`config.mk`:
```
export PLATFORM = sky130hd
export DESIGN_NAME = commit_trace_buffer
export DESIGN_NICKNAME = d
export VERILOG_FILES = /design/src/rtl/commit_trace_buffer_pkg.sv /design/src/rtl/commit_trace_buffer_sync_fifo.sv /design/src/rtl/commit_trace_buffer.sv
export SDC_FILE = /design/constraint.sdc
export NUM_CORES = 1
export LEC_CHECK = 0
export BUFFER_PORTS_ARGS = -buffer_cell sky130_fd_sc_hd__buf_2
export CORE_MARGIN = 8
export CORE_UTILIZATION = 35
export CTS_CLUSTER_SIZE = 12
export DETAILED_ROUTE_END_ITERATION = 8
export PLACE_DENSITY = 0.5
export SLEW_MARGIN = 20
export SYNTH_ARGS = -nofsm -noshare
export SYNTH_HDL_FRONTEND = slang
export SYNTH_HIERARCHICAL = 1
export SYNTH_SLANG_ARGS = --single-unit
```
`constraint.sdc`:
```
create_clock -name clk -period 35 [get_ports clk]
set_clock_uncertainty 0.15 [all_clocks]
set_input_delay 8.75 -clock clk [delete_from_list [all_inputs] [get_ports clk]]
set_output_delay 8.75 -clock clk [all_outputs]
set_load 0.01 [all_outputs]
```
`src/rtl/commit_trace_buffer_pkg.sv`:
```
// Shared constants for the commit trace buffer: default data width and the
// layout of one buffered commit record {pc, instr, next_pc, seq}.
package commit_trace_buffer_pkg;

   localparam int DATA_WIDTH_DEFAULT = 32;
   localparam int SEQ_WIDTH          = 32;

   // Total record width for a given PC/instruction width.
   function automatic int rec_width(input int dw);
      return 3 * dw + SEQ_WIDTH;
   endfunction

   // Field offsets inside a record, seq in the low bits.
   function automatic int next_pc_lsb(input int dw);
      return SEQ_WIDTH + 0 * dw;
   endfunction

   function automatic int instr_lsb(input int dw);
      return SEQ_WIDTH + dw;
   endfunction

   function automatic int pc_lsb(input int dw);
      return SEQ_WIDTH + 2 * dw;
   endfunction

endpackage

```
`src/rtl/commit_trace_buffer_sync_fifo.sv`:
```
// Synchronous FIFO with a registered read head: the head record is a flop,
// so rd_data never depends combinationally on wr_data.
module sync_fifo #(
   parameter int WIDTH = 8,
   parameter int DEPTH = 8
) (
   input  logic                     clk,
   input  logic                     rst,
   input  logic                     wr_en,
   input  logic [WIDTH-1:0]         wr_data,
   input  logic                     rd_en,
   output logic [WIDTH-1:0]         rd_data,
   output logic                     full,
   output logic                     empty,
   output logic [$clog2(DEPTH):0]   level
);

   localparam int AW = $clog2(DEPTH);

   logic [WIDTH-1:0] mem [DEPTH];
   logic [AW-1:0]    wr_ptr;
   logic [AW-1:0]    rd_ptr;
   logic [AW-1:0]    rd_ptr_nxt;
   logic [AW:0]      count;
   logic             wr_fire;
   logic             rd_fire;
   logic             head_load;
   logic [WIDTH-1:0] head_src;

   assign full    = (count == (AW+1)'(DEPTH));
   assign empty   = (count == '0);
   assign level   = count;
   assign rd_fire = rd_en && !empty;
   assign wr_fire = wr_en && (!full || rd_fire);

   // Select the record that becomes the head after this edge.
   always_comb begin
      // NOTE: every always_comb output gets a default first so no path leaves it unassigned (no latch).
      rd_ptr_nxt = rd_ptr;
      head_src   = '0;
      head_load  = rd_fire || (empty && wr_fire);
      if (rd_fire) begin
         rd_ptr_nxt = rd_ptr + 1'b1;
      end
      // The new head is the word being written when the FIFO holds at most one entry.
      if (wr_fire && (wr_ptr == rd_ptr_nxt)) begin
         head_src = wr_data;
      end else begin
         head_src = mem[rd_ptr_nxt];
      end
   end

   // Storage array write.
   always_ff @(posedge clk) begin
      // NOTE: storage is deliberately not reset; validity is tracked by count, and an unreset array maps to plain RAM.
      if (wr_fire) begin
         mem[wr_ptr] <= wr_data;
      end
   end

   // Pointers, occupancy and the registered head.
   always_ff @(posedge clk or negedge rst) begin
      // NOTE: sequential state uses non-blocking assignments so every flop samples pre-edge values.
      if (!rst) begin
         wr_ptr  <= '0;
         rd_ptr  <= '0;
         count   <= '0;
         rd_data <= '0;
      end else begin
         rd_ptr <= rd_ptr_nxt;
         if (wr_fire) begin
            wr_ptr <= wr_ptr + 1'b1;
         end
         if (wr_fire && !rd_fire) begin
            count <= count + 1'b1;
         end else if (!wr_fire && rd_fire) begin
            count <= count - 1'b1;
         end
         if (head_load) begin
            rd_data <= head_src;
         end
      end
   end

endmodule

```
`src/rtl/commit_trace_buffer.sv`:
```
// Difftest commit trace buffer: queues retired-instruction records for the
// simulator-side driver, counts retirements, checks PC continuity and runs
// a watchdog on commit activity.
module commit_trace_buffer
   import commit_trace_buffer_pkg::*;
#(
   parameter int DATA_WIDTH = DATA_WIDTH_DEFAULT,
   parameter int DEPTH      = 8,
   parameter int TIMEOUT    = 4096
) (
   input  logic                    clk,
   input  logic                    rst,
   input  logic                    in_valid,
   input  logic [DATA_WIDTH-1:0]   in_pc,
   input  logic [DATA_WIDTH-1:0]   in_instr,
   input  logic [DATA_WIDTH-1:0]   in_next_pc,
   output logic                    out_valid,
   input  logic                    out_ready,
   output logic [DATA_WIDTH-1:0]   out_pc,
   output logic [DATA_WIDTH-1:0]   out_instr,
   output logic [DATA_WIDTH-1:0]   out_next_pc,
   output logic [31:0]             out_seq,
   output logic [$clog2(DEPTH):0]  level,
   output logic [63:0]             commit_count,
   output logic                    overflow,
   output logic                    chain_err,
   output logic [DATA_WIDTH-1:0]   chain_err_pc,
   output logic                    timeout
);

   localparam int REC_W   = rec_width(DATA_WIDTH);
   localparam int NPC_LSB = next_pc_lsb(DATA_WIDTH);
   localparam int INS_LSB = instr_lsb(DATA_WIDTH);
   localparam int PC_LSB  = pc_lsb(DATA_WIDTH);
   localparam int IW      = $clog2(TIMEOUT + 1);

   logic             full;
   logic             empty;
   logic             deq;
   logic             enq;
   logic             drop;
   logic [REC_W-1:0] wr_rec;
   logic [REC_W-1:0] head_rec;

   logic                  have_prev;
   logic [DATA_WIDTH-1:0] prev_next_pc;
   logic [IW-1:0]         idle_cnt;
   logic [IW-1:0]         idle_nxt;

   // A full FIFO still accepts a commit when its head leaves in the same cycle.
   assign deq       = !empty && out_ready;
   assign enq       = in_valid && (!full || deq);
   assign drop      = in_valid && full && !deq;
   assign out_valid = !empty;
   assign wr_rec    = {in_pc, in_instr, in_next_pc, commit_count[SEQ_WIDTH-1:0]};

   assign out_seq     = head_rec[SEQ_WIDTH-1:0];
   assign out_next_pc = head_rec[NPC_LSB +: DATA_WIDTH];
   assign out_instr   = head_rec[INS_LSB +: DATA_WIDTH];
   assign out_pc      = head_rec[PC_LSB  +: DATA_WIDTH];

   sync_fifo #(
      .WIDTH (REC_W),
      .DEPTH (DEPTH)
   ) u_fifo (
      .clk     (clk),
      .rst     (rst),
      .wr_en   (enq),
      .wr_data (wr_rec),
      .rd_en   (deq),
      .rd_data (head_rec),
      .full    (full),
      .empty   (empty),
      .level   (level)
   );

   // Next idle count: cleared by a commit, saturating at TIMEOUT.
   always_comb begin
      idle_nxt = idle_cnt;
      if (in_valid) begin
         idle_nxt = '0;
      end else if (idle_cnt != IW'(TIMEOUT)) begin
         idle_nxt = idle_cnt + 1'b1;
      end
   end

   // Retire counter and sticky overflow; dropped commits still count.
   always_ff @(posedge clk or negedge rst) begin
      if (!rst) begin
         commit_count <= '0;
         overflow     <= 1'b0;
      end else begin
         if (in_valid) begin
            commit_count <= commit_count + 64'd1;
         end
         if (drop) begin
            overflow <= 1'b1;
         end
      end
   end

   // PC chain check across every commit, keeping the first offending PC.
   always_ff @(posedge clk or negedge rst) begin
      if (!rst) begin
         have_prev    <= 1'b0;
         prev_next_pc <= '0;
         chain_err    <= 1'b0;
         chain_err_pc <= '0;
      end else if (in_valid) begin
         have_prev    <= 1'b1;
         prev_next_pc <= in_next_pc;
         if (have_prev && (in_pc != prev_next_pc)) begin
            chain_err <= 1'b1;
            if (!chain_err) begin
               chain_err_pc <= in_pc;
            end
         end
      end
   end

   // Commit watchdog, armed once the first commit has been seen.
   always_ff @(posedge clk or negedge rst) begin
      if (!rst) begin
         idle_cnt <= '0;
         timeout  <= 1'b0;
      end else begin
         idle_cnt <= idle_nxt;
         if (have_prev && !in_valid && (idle_nxt == IW'(TIMEOUT))) begin
            timeout <= 1'b1;
         end
      end
   end

endmodule

```
==> results of run 1 <==
## metal layers
metal  wire length [um]  vias up  track usage
li1                   -    20100            -
met1              99500    24100        0.290
met2             107000     1759        0.354
met3              13300      480       0.0347
met4               7950        2       0.0788
met5                  9        -            0
## cell type report
type                            count  area (um^2)  area share
Antenna cell                        9         22.5    0.000303
Clock buffer                      223         4330      0.0582
Clock inverter                     67          601     0.00808
Inverter                           20         92.6     0.00125
Multi-Input combinational cell   3140        25800       0.348
Sequential cell                  1307        37800       0.509
Tap cell                         2495         3120      0.0420
Timing Repair Buffer              414         2450      0.0330
## stage by stage
step	utilization	setup slack [ns]
after floorplan	-	12.08
after global placement	0.370	21.88
after detailed placement	0.370	21.83
after CTS	0.397	22.69
after global routing	0.397	22.48
final	0.397	22.60
## placed cells by master (no fill, tap or decap), types with 27 or more instances in the layout
| cell type | n |
|---|---|
| nor3_1 | 27 |
| nand4_1 | 33 |
| xnor2_1 | 72 |
| nor2b_1 | 258 |
| a21o_1 | 128 |
| o32ai_1 | 282 |
| buf_2 | 329 |
| a22oi_1 | 127 |
| o32ai_2 | 100 |
| buf_4 | 71 |
| o22ai_1 | 127 |
| a211oi_1 | 256 |
| clkbuf_1 | 51 |
| mux2_2 | 447 |
| nand2_1 | 51 |
| o2bb2ai_1 | 128 |
| dfrtp_1 | 280 |
| a21oi_1 | 367 |
| clkbuf_16 | 157 |
| xor2_1 | 42 |
| edfxtp_1 | 1024 |
| nor2_1 | 38 |
| o21ai_0 | 129 |
| mux2i_1 | 389 |
| clkinv_2 | 29 |
## cell families (layout without fill, tap and decap cells)
family / after synthesis / after routing / share of synthesized area
AO/OA/AOI/OAI: 1682 / 1682 / 0.193
adder cells (fa/ha/maj): 9 / 9 / 0.00183
other: 0 / 9 / 0
buffers and inverters: 488 / 724 / 0.0343
AND/OR/NAND/NOR: 495 / 495 / 0.0437
flip-flops: 1307 / 1307 / 0.575
XOR/XNOR: 116 / 116 / 0.0157
multiplexers: 838 / 838 / 0.136
## worst register-to-register path: cells and delay by family (launching register included)
kind | cells | cell delay (ns)
buffers and inverters | 6 | 4.92
AO/OA/AOI/OAI | 4 | 0.82
AND/OR/NAND/NOR | 1 | 0.11
flip-flops | 1 | 0.62
## flip-flops by register name, summed over array words and instances, names as in the netlist, 3 cells and up
name,count
u_fifo/mem,1024
commit_count,64
u_fifo/rd_ptr,3
idle_cnt,13
u_fifo/wr_ptr,3
u_fifo/level,4
u_fifo/rd_data,128
chain_err_pc,32
prev_next_pc,32
## path summary, 6_finish.rpt
path	slack, ns	start	endpoint	cells after the start
max	22.60	out_ready	u_fifo/rd_data[60]	10
min	0.33	overflow	overflow	1
max reg2reg	28.23	u_fifo/rd_ptr[1]	u_fifo/rd_data[97]	11
min reg2reg	0.33	overflow	overflow	1
max in group asynchronous	24.46	rst	u_fifo/rd_ptr[0]	3
min in group asynchronous	7.85	rst	idle_cnt[6]	1
## power by group through the flow
stage | sequential [mW] | clock, mW | combinational (mW)
after floorplan | 2.20 | 0 | 2.49
after global placement | 2.22 | 0 | 3.56
after detailed placement | 2.23 | 0 | 3.57
after CTS | 2.20 | 1.61 | 3.58
after global routing | 2.22 | 1.67 | 3.82
final | 2.19 | 1.58 | 3.60
==> impl_summary.md, run 1 <==
Outcome
The run finished with clean final reports.

Synth
For this run, the leading register cell type out of synthesis is edfxtp_1. The number of distinct standard cells referenced by the synthesized netlist is 68. Of the post-synthesis cell area, the dominant cell type holds 0.468.

Among all cell types in the netlist, the one instantiated most often is edfxtp_1. The synthesized design contains 1024 enable-type register cells. The total standard cell area after synthesis is 0.0657 mm^2. For this run, the register share of the synthesized area comes to 0.575.

Ranked by instance count, the synthesized netlist is headed by edfxtp_1 (1024), mux2_2 (447), mux2i_1 (389), a21oi_1 (367), clkbuf_1 (323). The post-synthesis instance total is 4935. The biggest area contributor in the post-synthesis netlist is edfxtp_1. Synthesis produced a netlist with a net count of 5044. In this run, synthesis produced a sequential element count of 1307. For this run, the number of Yosys warnings is 6. The fraction of registers with async set/reset is 0.217. By area the synthesized netlist is led by edfxtp_1 (47%), dfrtp_1 (11%), mux2_2 (7.7%), mux2i_1 (5.9%), o32ai_1 (3.8%). In this run the mean area of a mapped cell was 13.3 um^2.

Worst setup path
The delay of the slowest cell on the worst path is 0.89 ns. Along the worst path, the maximum fanout reaches 55. By startpoint and endpoint, the worst setup path is classified as in -> reg. At the worst endpoint, the required time is 35.46 ns. The kind of cell with the highest combined delay on the critical path is buffers and inverters. The critical path contains buffers and inverters numbering 4 combined. The worst setup path is captured at a flop. For the worst setup path, the data arrival time is 12.87 ns. STA classifies the critical path startpoint as an input pin.

The critical-path cell with the highest stage delay is xnor3_4. Traced cell by cell, the critical path runs through buf_2 -> nand2_1 -> inv_1 -> o41a_2 -> buf_4 -> nand2_1 -> xnor3_4 -> o21a_4 -> buf_4 -> a21oi_1.

Power and ir drop
The clock share of power is 0.214. The share of total power dissipated in sequential elements is 0.298. Cell internal power was estimated by the tool at 4.21 mW.

Of the total power, the share spent switching nets is 0.429. The analysis attributes to net switching a power of 3.16 mW. Overall power consumption after layout is estimated at 7.37 mW.

Of the total power, combinational logic draws 0.488. The leakage power of the design is 25.6 nW. The total power density per cell area is 99.2 mW/mm^2. The worst-case IR drop observed on VDD is 169 uV.

STA
The max-slew violation count was 0. The final hold violation count is 0. The clock period could shrink to 12.40 ns.

The final-layout worst hold slack is 0.327 ns. In the finished design, the share of the clock period the worst path needs comes to 0.354. The final-layout setup total negative slack is 0 ns. The worst slew slack as a fraction of its limit is 0.204.

Setup repair after global routing left no endpoint under its margin. The count of endpoints failing setup in the final report is 0. The transition time at the pin with the least slew margin is 1.19 ns. Derived from the worst setup path, the maximum achievable clock frequency is 0.0806 GHz.

Die
The full die area is 0.202 mm^2. The overall die height is 449 um. The initial utilization of the core area, before any placement, comes to 0.351.

The core box area is 0.187 mm^2. The number of placed I/O pins is 332. The cell row count is 159. The die is 449 um wide.

Clock network
The number of buffers added to fix hold violations after cts is 0. The number of sinks driven by the clock tree is 1307. After clock tree synthesis, the clock-pin slew on the worst setup and hold paths is 0.06 ns.

The post-CTS repair timing setup buffer count is 0. The tree is rooted in a clkbuf_16. The total number of H-tree levels is 4.

The CTS buffer count is 154. The clock tree buffer depth is 3. The clock latency on the worst-skew pair is 0.80 ns. TritonCTS built the clock tree. The number of gates resized after CTS was 0.

Global routing
Entering global routing, the biggest net connects 175 pins. The number of antenna violations at the first check in global routing came to 15. The via count of the first global-routing pass is 47600. For this run the aggregate overflow at the end of global routing stands at 0. The overall routing resource usage is 0.216. The first global-routing pass estimated 332 mm of wire.

Placed design
Summing all placed instances gives a cell area of 0.0693 mm^2. The count of buffers added on input and output ports is 331. The final weighted congestion in routability-driven placement is 0.762. The HPWL after detailed placement is 118 mm. After detailed placement, the design holds a cell count of 7376.

Job
Max-cap violations in this run came to 0.

Drt
Dividing the detail-routed wire length by the instance count gives 29.7 um. Once detail routing completed, the nets flagged for antenna violations numbered 0. For this block, the initial DRC count from the detailed router was 3704.

Wires add up to 228 mm. The via count is 46400. The number of DRC violations after detailed routing is 0. The detailed-route vias per instance is 6.05.

The pre-antenna-repair detailed-routing pass consisted of 5 iterations.

Final layout
The number of cells in the finished layout apart from fillers is 7675. The layout has 17600 filler cells. The number of nets in the final layout is 5146. The area added between synthesis and finish is 13.0%.

Of the cells placed in the final design, the portion with a size suffix greater than 1 is 0.241. Summing all non-filler instances in the final layout gives an area of 0.0743 mm^2.

Worst hold path
The worst hold path belongs to the class reg -> reg.
No activity file was read; power rests on OpenSTA's default activity.
==> inputs of run 2 (changes only) <==
--- a/config.mk
+++ b/config.mk
@@ -10,7 +10,7 @@
 export CORE_UTILIZATION = 35
 export CTS_CLUSTER_SIZE = 12
 export DETAILED_ROUTE_END_ITERATION = 8
-export PLACE_DENSITY = 0.5
+export PLACE_DENSITY = 0.52
 export SLEW_MARGIN = 20
 export SYNTH_ARGS = -nofsm -noshare
 export SYNTH_HDL_FRONTEND = slang
==> constraint.sdc (replaced) <==
create_clock -name clk -period 11.37 [get_ports clk]
set_clock_uncertainty 0.15 [all_clocks]
set_input_delay 2.8425 -clock clk [delete_from_list [all_inputs] [get_ports clk]]
set_output_delay 2.8425 -clock clk [all_outputs]
set_load 0.01 [all_outputs]
==> impl_summary.md, run 2 (synthesis gave the netlist of run 1 again) <==
Worst setup path
The largest driver fanout on the critical path was 125 (+130%). The worst path arrival time came to 7.26 ns (-5.61 ns). The reg-to-reg critical path startpoint is u_fifo/level[0]. The kind of critical path is in -> reg. The worst-case reg-to-reg path depth was 12 (+1). The critical path startpoint category is an input pin. The required time reported for the critical path endpoint came to 11.85 ns (-23.61 ns). The reg-to-reg setup timing slack was 5.98 ns (-22.25 ns). The endpoint of the worst-slack reg-to-reg timing path is u_fifo/rd_data[19]. The worst setup path is captured at a flop.

Power and ir drop
The maximum vdd drop was 338 uV (+100%). The leakage power of the design is 25.7 nW (+0.51%). The clock share of power was 0.217 (+0.003).

The switching share of power is 0.427 (-0.00171). The total power density per cell area came to 306 mW/mm^2 (+210%). The net switching power came to 9.74 mW (+210%). The internal power was 13.0 mW (+210%).

The sequential share of power was 0.298 (about the same). The overall power after layout was 22.8 mW (+210%). The share of total power in combinational logic is 0.486 (-0.002).

STA
After layout, the minimum clock period comes to 6.78 ns. The final-layout setup total negative slack was 0 ns (unchanged). The transition time at the pin with the least slew margin is 1.18 ns (-0.0118 ns). Static timing analysis puts the maximum clock frequency at 0.148 GHz. The max-slew violation count was 0 (unchanged). The count of endpoints failing setup in the final report was 0 (unchanged). Setup repair after global routing left no endpoint under its margin. The portion of the clock cycle consumed by the worst path in the final layout is 0.596. The final worst setup slack was 4.59 ns (-18.01 ns). The final hold violation count is 0 (unchanged). The worst slew slack as a fraction of its limit came to 0.212 (+0.00789).

Final layout
The largest registers in the layout are u_fifo/mem x1024, u_fifo/rd_data x128, commit_count x64. The flip-flop count of the largest register, all copies and words added is 1024 (unchanged). The fraction of layout cells with a size suffix above 1 is 0.244 (+0.00296). The area growth from synthesis to layout is 13.3%. Leaving out fill and tap cells, the most frequent cell in the layout is edfxtp_1. The number of nets in the final layout is 5155 (+0.17%). The final standard cell utilization of the core is 0.398 (+0.00124). In the layout the commonest cells are edfxtp_1 (1024), mux2_2 (447), mux2i_1 (389), a21oi_1 (367), buf_2 (329). The final cell area excluding filler cells is 0.0745 mm^2 (+0.31%). Counting flops per register, the top entry is u_fifo/mem.

Worst hold path
The instance count along the most critical hold path came to 1 (unchanged). The worst hold path terminates at commit_count[63]. The startpoint identified for the worst hold timing path is commit_count[63]. The path class of the tightest hold or removal check is reg -> reg.

Placed design
The worst slack at placement is 3.93 ns (-17.89 ns). The final weighted congestion in routability-driven placement is 0.789 (+3.6%). The placed cell area is 0.0694 mm^2 (+0.11%). The number of port buffers came to 331 (unchanged).

The HPWL after detailed placement is 119 mm (+1.3%).

Drt
The DRC marker count from the first detailed-route iteration is 4121 (+11%). The detailed-route vias per instance came to 6.07 (+0.37%). The wire length per cell after detailed routing is 29.6 um (-0.61%).

The antenna violation net count after detailed routing is 0 (unchanged). The length of the first detailed-routing pass in iterations is 6 (+1). The number of DRC violations after detailed routing came to 0 (unchanged).

The via count is 46600 (+0.45%). The total wirelength of the detailed-routed design is 227 mm (-0.53%).

Clock network
The post-CTS clock slew at the launch and capture registers of the worst setup and hold paths is 0.06 ns (about the same). The CTS buffer count was 154 (unchanged). The post-CTS repair timing setup buffer count is 0 (unchanged). The number of buffers added to fix hold violations after cts came to 0 (unchanged).

The total number of H-tree levels came to 4 (unchanged). The clock latency on the worst-skew pair is 0.80 ns (about the same). The number of gates given a new drive strength after cts is 0 (unchanged). The clock tree buffer depth is 3 (unchanged).

In this run the clock root is driven by a clkbuf_16. TritonCTS built the clock tree. The number of sinks driven by the clock tree is 1307 (unchanged).

Die
The core box area came to 0.187 mm^2 (unchanged). The starting density of the core was 0.351 (unchanged). The full die area is 0.202 mm^2 (unchanged). The overall die height is 449 um (unchanged).

The cell row count was 159 (unchanged). The die extent in x was 449 um (unchanged). The number of placed I/O pins is 332 (unchanged).

Job
The max-capacitance violation count is 0 (unchanged).

Global routing
The first-pass GRT wire length is 329 mm (-0.85%). The via count of the first global-routing pass is 47500 (-0.22%). The maximum number of pins on one net before global-route repair is 163 (-6.9%).

The overall routing resource usage came to 0.214 (-0.00174). The total global routing overflow is 0 (unchanged). The number of antenna violations at the first check in global routing is 23 (+8).

Outcome
The flow ran to the end, and the final reports show no timing, DRC or antenna violations.
-- run 2: layout make-up --
class	count	area [um^2]
clock inverter	72	704
sequential	1307	37800
inverter	20	92.6
tap	2495	3120
antenna	8	20.0
clock buffer	216	4330
multi-input combinational	3140	25800
timing repair buffer	423	2570
fill	17500	113000
-- run 2: through the flow --
| stage | instances | hold slack, ns |
|---|---|---|
| 6_report | 7681 | 0.318 |
| 5_1_grt | 7679 | 0.333 |
| 4_1_cts | 7671 | 0.322 |
| 3_5_place_dp | 7383 | 0.314 |
| 3_3_place_gp | 7382 | 0.304 |
| 2_1_floorplan | 4935 | 0.310 |
-- run 2: worst max-delay path, stage by stage --
cell,delay [ns]
buf_2,0.08
nand2_1,0.09
inv_1,0.11
o41a_2,0.26
buf_4,0.59
clkinv_8,0.64
nand2_8,1.01
buf_4,0.90
o32ai_1,0.20
o22ai_1,0.24
a21oi_1,0.10
-- run 2: worst max-delay path by stage --
stage	start	endpoint	slack (ns)	cells past startpoint
6_report	out_ready	u_fifo/rd_data[19]	4.59	11
5_1_grt	out_ready	u_fifo/rd_data[53]	4.52	11
4_1_cts	out_ready	u_fifo/rd_data[19]	4.77	11
3_5_place_dp	out_ready	u_fifo/rd_data[15]	3.93	11
3_3_place_gp	out_ready	u_fifo/rd_data[16]	4.03	11
2_1_floorplan	in_valid	u_fifo/mem[2][0]	-2.20	5
-- run 2: power groups by stage --
| stage | Sequential [mW] | Combinational [mW] | Clock (mW) |
|---|---|---|---|
| 2_1_floorplan | 6.74 | 7.65 | 0 |
| 3_3_place_gp | 6.88 | 10.9 | 0 |
| 3_5_place_dp | 6.89 | 10.9 | 0 |
| 4_1_cts | 6.80 | 11.0 | 5.05 |
| 5_1_grt | 6.87 | 11.7 | 5.23 |
| 6_report | 6.78 | 11.1 | 4.93 |
-- run 2: layer usage --
metal | global-route usage | wire length, um
met1 | 0.284 | 96800
met2 | 0.358 | 108000
met3 | 0.0360 | 14400
met4 | 0.0705 | 7330
met5 | 0 | 29
